===== src/rtl/fetch_unit_if.sv =====
// Instruction-memory read port: req/addr out from the fetch stage, ack/data back.
interface fetch_unit_if;
  logic        i_req_o;
  logic [31:0] i_addr_o;
  logic        i_ack_i;
  logic [31:0] i_data_i;

  modport master (
    output i_req_o,
    output i_addr_o,
    input  i_ack_i,
    input  i_data_i
  );

  modport slave (
    input  i_req_o,
    input  i_addr_o,
    output i_ack_i,
    output i_data_i
  );
endinterface


===== src/rtl/fetch_unit.sv =====
// Instruction fetch stage: holds the PC, reads one word per instruction over a
// req/ack port, presents it to the decoder for one or more EXEC cycles and
// computes the next PC from the decoder's selection. Halts on a misaligned target.
// Optional bus timeout guarded by macro FETCH_TIMEOUT_EN.
module fetch_unit #(
  parameter logic [31:0] RESET_PC       = 32'h0000_0000,
  parameter int unsigned TIMEOUT_CYCLES = 255
) (
  input  logic         clk_i,
  input  logic         rst_ni,
  input  logic         stall_i,
  fetch_unit_if.master imem,
  output logic [31:0]  instr_o,
  output logic         instr_valid_o,
  output logic [31:0]  pc_o,
  output logic [31:0]  pc_plus4_o,
  input  logic [1:0]   next_pc_sel_i,
  input  logic [31:0]  addr_i,
  output logic         fault_o,
  output logic [1:0]   fault_cause_o
);

  localparam int unsigned XLEN = 32;
  localparam logic [XLEN-1:0] NOP_INSTR      = 32'h0000_0013;
  localparam logic [1:0]      CAUSE_NONE     = 2'b00;
  localparam logic [1:0]      CAUSE_MISALIGN = 2'b01;

  // Elaboration-time parameter sanity checks
  if (RESET_PC[1:0] != 2'b00) begin : g_bad_reset_pc
    $error("fetch_unit: RESET_PC must be word aligned");
  end
  if (TIMEOUT_CYCLES == 0 || TIMEOUT_CYCLES > 65535) begin : g_bad_timeout
    $error("fetch_unit: TIMEOUT_CYCLES must be within 1..65535");
  end

  typedef enum logic [1:0] {
    S_BOOT  = 2'b00,
    S_FETCH = 2'b01,
    S_EXEC  = 2'b10,
    S_HALT  = 2'b11
  } state_e;

  state_e            state_q, state_d;
  logic [XLEN-1:0]   pc_q, pc_d;
  logic [XLEN-1:0]   instr_q, instr_d;
  logic              req_q, req_d;
  logic              valid_q, valid_d;
  logic              fault_q, fault_d;
  logic [1:0]        cause_q, cause_d;
  logic [XLEN-1:0]   target;

`ifdef FETCH_TIMEOUT_EN
  localparam int unsigned CNT_W         = 16;
  localparam logic [1:0]  CAUSE_TIMEOUT = 2'b10;
  localparam logic [CNT_W-1:0] CNT_LAST = CNT_W'(TIMEOUT_CYCLES - 1);
  logic [CNT_W-1:0] cnt_q, cnt_d;
`endif

  // Next-PC selection from the decoder; 2'b10 falls back to sequential
  always_comb begin
    target = pc_q + 32'd4;
    case (next_pc_sel_i)
      2'b01:   target = pc_q + addr_i;
      2'b11:   target = addr_i;
      default: target = pc_q + 32'd4;
    endcase
  end

  // Next-state and next-register logic
  always_comb begin
    state_d = state_q;
    pc_d    = pc_q;
    instr_d = instr_q;
    fault_d = fault_q;
    cause_d = cause_q;
`ifdef FETCH_TIMEOUT_EN
    cnt_d   = cnt_q;
`endif
    case (state_q)
      S_BOOT: begin
        state_d = S_FETCH;
`ifdef FETCH_TIMEOUT_EN
        cnt_d   = '0;
`endif
      end
      S_FETCH: begin
        if (imem.i_ack_i) begin
          instr_d = imem.i_data_i;
          state_d = S_EXEC;
        end
`ifdef FETCH_TIMEOUT_EN
        else if (cnt_q == CNT_LAST) begin
          fault_d = 1'b1;
          cause_d = CAUSE_TIMEOUT;
          state_d = S_HALT;
        end else begin
          cnt_d = cnt_q + CNT_W'(1);
        end
`endif
      end
      S_EXEC: begin
        if (!stall_i) begin
          if (target[1:0] != 2'b00) begin
            fault_d = 1'b1;
            cause_d = CAUSE_MISALIGN;
            state_d = S_HALT;
          end else begin
            pc_d    = target;
            state_d = S_FETCH;
`ifdef FETCH_TIMEOUT_EN
            cnt_d   = '0;
`endif
          end
        end
      end
      default: state_d = S_HALT;
    endcase
    req_d   = (state_d == S_FETCH);
    valid_d = (state_d == S_EXEC);
  end

  // State and output registers
  always_ff @(posedge clk_i or negedge rst_ni) begin
    if (!rst_ni) begin
      state_q <= S_BOOT;
      pc_q    <= RESET_PC;
      instr_q <= NOP_INSTR;
      req_q   <= 1'b0;
      valid_q <= 1'b0;
      fault_q <= 1'b0;
      cause_q <= CAUSE_NONE;
`ifdef FETCH_TIMEOUT_EN
      cnt_q   <= '0;
`endif
    end else begin
      state_q <= state_d;
      pc_q    <= pc_d;
      instr_q <= instr_d;
      req_q   <= req_d;
      valid_q <= valid_d;
      fault_q <= fault_d;
      cause_q <= cause_d;
`ifdef FETCH_TIMEOUT_EN
      cnt_q   <= cnt_d;
`endif
    end
  end

  assign imem.i_req_o  = req_q;
  assign imem.i_addr_o = pc_q;
  assign instr_o       = instr_q;
  assign instr_valid_o = valid_q;
  assign pc_o          = pc_q;
  assign pc_plus4_o    = pc_q + 32'd4;
  assign fault_o       = fault_q;
  assign fault_cause_o = cause_q;

endmodule


===== src/flat_wrapper.sv =====
// flat-port wrapper written by rule: the top's interface ports become plain ports
module fetch_unit_flat 
#(
  parameter logic [31:0] RESET_PC       = 32'h0000_0000,
  parameter int unsigned TIMEOUT_CYCLES = 255
)
  (clk_i, rst_ni, stall_i, instr_o, instr_valid_o, pc_o, pc_plus4_o, next_pc_sel_i, addr_i, fault_o, fault_cause_o, imem_i_req_o, imem_i_addr_o, imem_i_ack_i, imem_i_data_i);
  fetch_unit_if imem_i ();
  input  logic clk_i;
  input  logic rst_ni;
  input  logic stall_i;
  output logic [31:0] instr_o;
  output logic instr_valid_o;
  output logic [31:0] pc_o;
  output logic [31:0] pc_plus4_o;
  input  logic [1:0] next_pc_sel_i;
  input  logic [31:0] addr_i;
  output logic fault_o;
  output logic [1:0] fault_cause_o;
  output wire logic [$bits(imem_i.i_req_o)-1:0] imem_i_req_o;
  output wire logic [$bits(imem_i.i_addr_o)-1:0] imem_i_addr_o;
  input wire logic [$bits(imem_i.i_ack_i)-1:0] imem_i_ack_i;
  input wire logic [$bits(imem_i.i_data_i)-1:0] imem_i_data_i;
  assign imem_i_req_o = imem_i.i_req_o;
  assign imem_i_addr_o = imem_i.i_addr_o;
  assign imem_i.i_ack_i = imem_i_ack_i;
  assign imem_i.i_data_i = imem_i_data_i;
  fetch_unit #(.RESET_PC(RESET_PC), .TIMEOUT_CYCLES(TIMEOUT_CYCLES)) u_core (.clk_i(clk_i), .rst_ni(rst_ni), .stall_i(stall_i), .imem(imem_i), .instr_o(instr_o), .instr_valid_o(instr_valid_o), .pc_o(pc_o), .pc_plus4_o(pc_plus4_o), .next_pc_sel_i(next_pc_sel_i), .addr_i(addr_i), .fault_o(fault_o), .fault_cause_o(fault_cause_o));
endmodule

===== config.mk =====
export PLATFORM = sky130hd
export DESIGN_NAME = fetch_unit_flat
export DESIGN_NICKNAME = d
export VERILOG_FILES = /design/src/rtl/fetch_unit_if.sv /design/src/rtl/fetch_unit.sv /design/src/flat_wrapper.sv
export SDC_FILE = /design/constraint.sdc
export NUM_CORES = 1
export LEC_CHECK = 0
export ABC_CLOCK_PERIOD_IN_PS = 2600
export CAP_MARGIN = 0
export CORE_MARGIN = 3
export CORE_UTILIZATION = 50
export DETAILED_ROUTE_END_ITERATION = 8
export DONT_BUFFER_PORTS = 1
export GPL_TIMING_DRIVEN = 0
export HOLD_SLACK_MARGIN = 0.03
export MAX_ROUTING_LAYER = met4
export PLACE_DENSITY = 0.75
export SLEW_MARGIN = 10
export SYNTH_ARGS = -nofsm -noshare
export SYNTH_HDL_FRONTEND = slang
export SYNTH_SLANG_ARGS = --single-unit

===== constraint.sdc =====
create_clock -name clk_i -period 2.6 [get_ports clk_i]
set_clock_uncertainty 0.05 [all_clocks]
set_input_delay 0.26 -clock clk_i [delete_from_list [all_inputs] [get_ports clk_i]]
set_output_delay 0.26 -clock clk_i [all_outputs]
set_load 0.05 [all_outputs]

==> metrics.md <==
| Metric | Value |
|---|---|
| Die height | 112 um |
| Core Area | 10,900 um^2 |
| Ys flop type | dfrtp_1 |
| Failing checks | setup timing |
| Slowest stage delay, CP | 560 ps |
| Req. time, crit path | 2830 ps |
| Mapped Area | 5640 um^2 |
| Die ar. | 12,600 um^2 |
| Reg clk slew, reported paths | 60 ps |
| CP Launch Type | flip-flop |
| Critical path class | reg -> reg |
| Sequential area share after synthesis | 30.7% |
| Synth Instances | 644 |
| Worst Hold Class | in -> reg |
| Slew headroom | 25.0% |
| Via density | 6.46 |
| Async SR Flop Fraction | 100% |
| Syn_nets | 747 |
| CTS tree | done |
| CTS Buf Count | 9 |
| Final Hold Viols | 0 |
| Vias in the first global route | 5,721 |
| Reg2Reg Setup Slack | -350 ps |
| Outcome | complete, but fails checks |
| Sequential cell area | 1820 um^2 |
| Vias | 5,830 |
| R2R Path Start | u_core.imem.i_addr_o[0] |
| Worst slew pin tran | 1120 ps |
| Residual DRC count | 0 |
| DR iter-0 viols | 460 |
| Final worst slack | -347 ps |
| Largest net degree at the start of global routing | 70 |
| Num ports | 203 |
| Critical path capture point type | flip-flop |
| Htree depth | 3 |
| XOR/XNOR Fraction of Synth Area | 6.99% |
| Final Net Count | 860 |
| Share of layout cells above drive strength 1 | 46.7% |
| Mux cell area share after synthesis | 7.99% |
| Skew-Pair Late Insertion Delay | 340 ps |
| Max-cap violations | 0 |
| Slew Viols, Final | 0 |
| WP data arrival | 3180 ps |
| Antenna violations before repair | 0 |
| #FFs+latches synth | 69 |
| CP cell instances | ha_4, inv_2, fa_2, a221o_1, o21ai_2, buf_4, nor3b_4, o21ai_0, a2111oi_2, a211o_1 |
| CP max stage cell | dfrtp_4 |
| Synth Area in Adders | 7.46% |
| Starting density of the core | 51.6% |
| Drt wl/cell | 25.0 um |
| R2R depth | 10 |
| Worst Setup EP | u_core.imem.i_addr_o[28] |
| Post-Synth Simple-Gate Area | 16.7% |
| Clock sinks | 69 |
| Yosys Warn Count | 0 |
| Max Buffers Root-to-Sink | 2 |
| Gpl congestion | 0.954 |
| Number of distinct library cells after synthesis | 71 |
| Crit share post-route | 113% |
| Worst hold slack | 63.8 ps |
| First-pass GRT wire length | 32.3 mm |
| Overall Power | 6.00 mW |
| Finish-stage setup viols | 45 |
| Port bufs | 0 |
| Fmax achieved | 0.339 GHz |
| DP HPWL | 14.0 mm |
| RSZ-0062 raised after global routing | true |
| Hold_sp | addr_i[18] |
| Leak pwr | 3.60 nW |
| Area of the multi-input gates | 4770 um^2 |
| Number of synthesized flops with an enable pin | 0 |
| Root Buffer | clkbuf_16 |
| TritonRoute pass-1 iters | 5 |
| Rows | 38 |
| Die Width | 112 um |
| Min Clock Period, post-route | 2950 ps |
| Mean cell area of the mapped netlist | 8.76 um^2 |
| # fillers | 669 |
| Area growth, synth to finish | 53.3% |
| Peak VDD IR | 674 uV |
| Place WS | -613 ps |
| Compound-Gate Fraction of Synth Area | 22.5% |
| Diode count | 0 |
| Crit path from | u_core.imem.i_addr_o[0] |
| Worst Path Max Fanout | 6 |
| Reg2reg end | u_core.imem.i_addr_o[28] |
| Antenna violation net count after detailed routing | 0 |
| Largest family of logic cells by synthesized area | compound AO/OA/AOI/OAI gates |
| Power per standard cell area | 694 nW/um^2 |
| Overflow after GRT | 0 |
| Post-Route WL | 22.5 mm |
| Total track usage | 33.6% |
| Util after Layout | 79.1% |
==> routing by layer <==
metal  GRT usage (%)  up-vias  routed length, um
met4            10.5        0                588
met1            41.3     2826               8330
li1                -     2570                  -
met5               -        -                  0
met3            8.68       53               2390
met2            54.6      381              11200
==> placed cells by master (no fill, tap or decap), types with 8 or more instances in the layout <==
cell / netlist / layout
o21ai_1: 3 / 13
ha_4: 0 / 13
a21o_1: 12 / 12
ha_1: 32 / 15
o211ai_1: 8 / 8
o21ai_2: 0 / 15
clkbuf_1: 18 / 12
nor2_1: 40 / 30
clkbuf_16: 0 / 13
xnor2_4: 0 / 17
dfrtp_1: 66 / 38
xor2_1: 18 / 11
inv_1: 19 / 17
mux2_2: 32 / 32
dlygate4sd3_1: 0 / 34
o21ai_0: 47 / 20
buf_6: 0 / 23
a21oi_2: 0 / 9
mux2i_1: 9 / 9
buf_4: 36 / 72
dfrtp_4: 0 / 21
nand2_1: 68 / 54
nand3_4: 0 / 8
a21oi_1: 34 / 24
xnor2_1: 27 / 8
==> worst max-delay path, delay by kind of cell (launching register included) <==
kind	cells	cell delay [ps]
flip-flops	1	560
adder cells (fa/ha/maj)	2	690
AND/OR/NAND/NOR	1	330
AO/OA/AOI/OAI	5	1060
buffers and inverters	2	200
==> stage by stage <==
stage | std cells | cell area (um^2) | TNS [ps]
finish | 902 | 8650 | -7400
global route | 902 | 8650 | -11060
CTS | 875 | 7940 | -7490
detailed placement | 784 | 6060 | -23090
global placement | 784 | 6060 | -21410
floorplan | 644 | 5880 | -273
==> registers in the layout (all words and copies together) (netlist names) <==
name                  cells
u_core.imem.i_addr_o     32
u_core.instr_o           32
u_core.state_q            2
u_core.fault_o            1
u_core.imem.i_req_o       1
u_core.instr_valid_o      1
==> power by group <==
part / internal, mW / total, mW / switching (mW)
Clock: 0.696 / 1.19 / 0.489
Combinational: 0.916 / 2.33 / 1.42
Sequential: 1.33 / 2.48 / 1.15
==> repair_timing <==
item                                    CTS  global route
endpoints found under the setup margin   59            57
pin swaps                                50            57
hold endpoints to repair                100             2
gates cloned                              4             1
resized for setup                       186           115
hold buffers                             33             2
buffers inserted                         39            28
==> how the worst min path moves through the flow <==
stage | slack (ps) | to | cells after the start
after detailed placement | -80 | u_core.imem.i_addr_o[23] | 0
after global routing | 80 | u_core.imem.i_addr_o[24] | 2
final | 60 | u_core.imem.i_addr_o[18] | 2
after CTS | 30 | u_core.instr_o[1] | 1
after global placement | -80 | u_core.imem.i_addr_o[23] | 0
after floorplan | -90 | u_core.fault_o | 0
==> cell usage after synthesis (all sizes together) (10+ instances only) <==
cell type | instances | area (um^2)
clkbuf | 19 | 72.6
a21o | 12 | 90.1
o21ai | 51 | 267
a21oi | 34 | 170
nor2 | 41 | 170
ha | 32 | 400
nand3 | 20 | 100
xor2 | 18 | 158
buf | 40 | 288
inv | 19 | 71.3
nand2 | 68 | 255
dfrtp | 66 | 1650
mux2 | 32 | 360
nor3 | 10 | 61.3
xnor2 | 27 | 236
==> logic make-up after synthesis <==
family,Yosys count
adder cells (fa/ha/maj),33
multiplexers,41
flip-flops,69
AND/OR/NAND/NOR,191
XOR/XNOR,45
AO/OA/AOI/OAI,186
other,1
buffers and inverters,78
==> area by class of cell <==
type / instances / area share (%)
clock buffers: 11 / 2.92
multi-input cells: 497 / 55.2
flip-flops and latches: 69 / 21.0
plain buffers: 58 / 5.47
clock inverters: 5 / 0.405
repair buffers: 103 / 12.1
inverters: 19 / 0.825
well taps: 140 / 2.03
(Power assumes the default switching activity.)
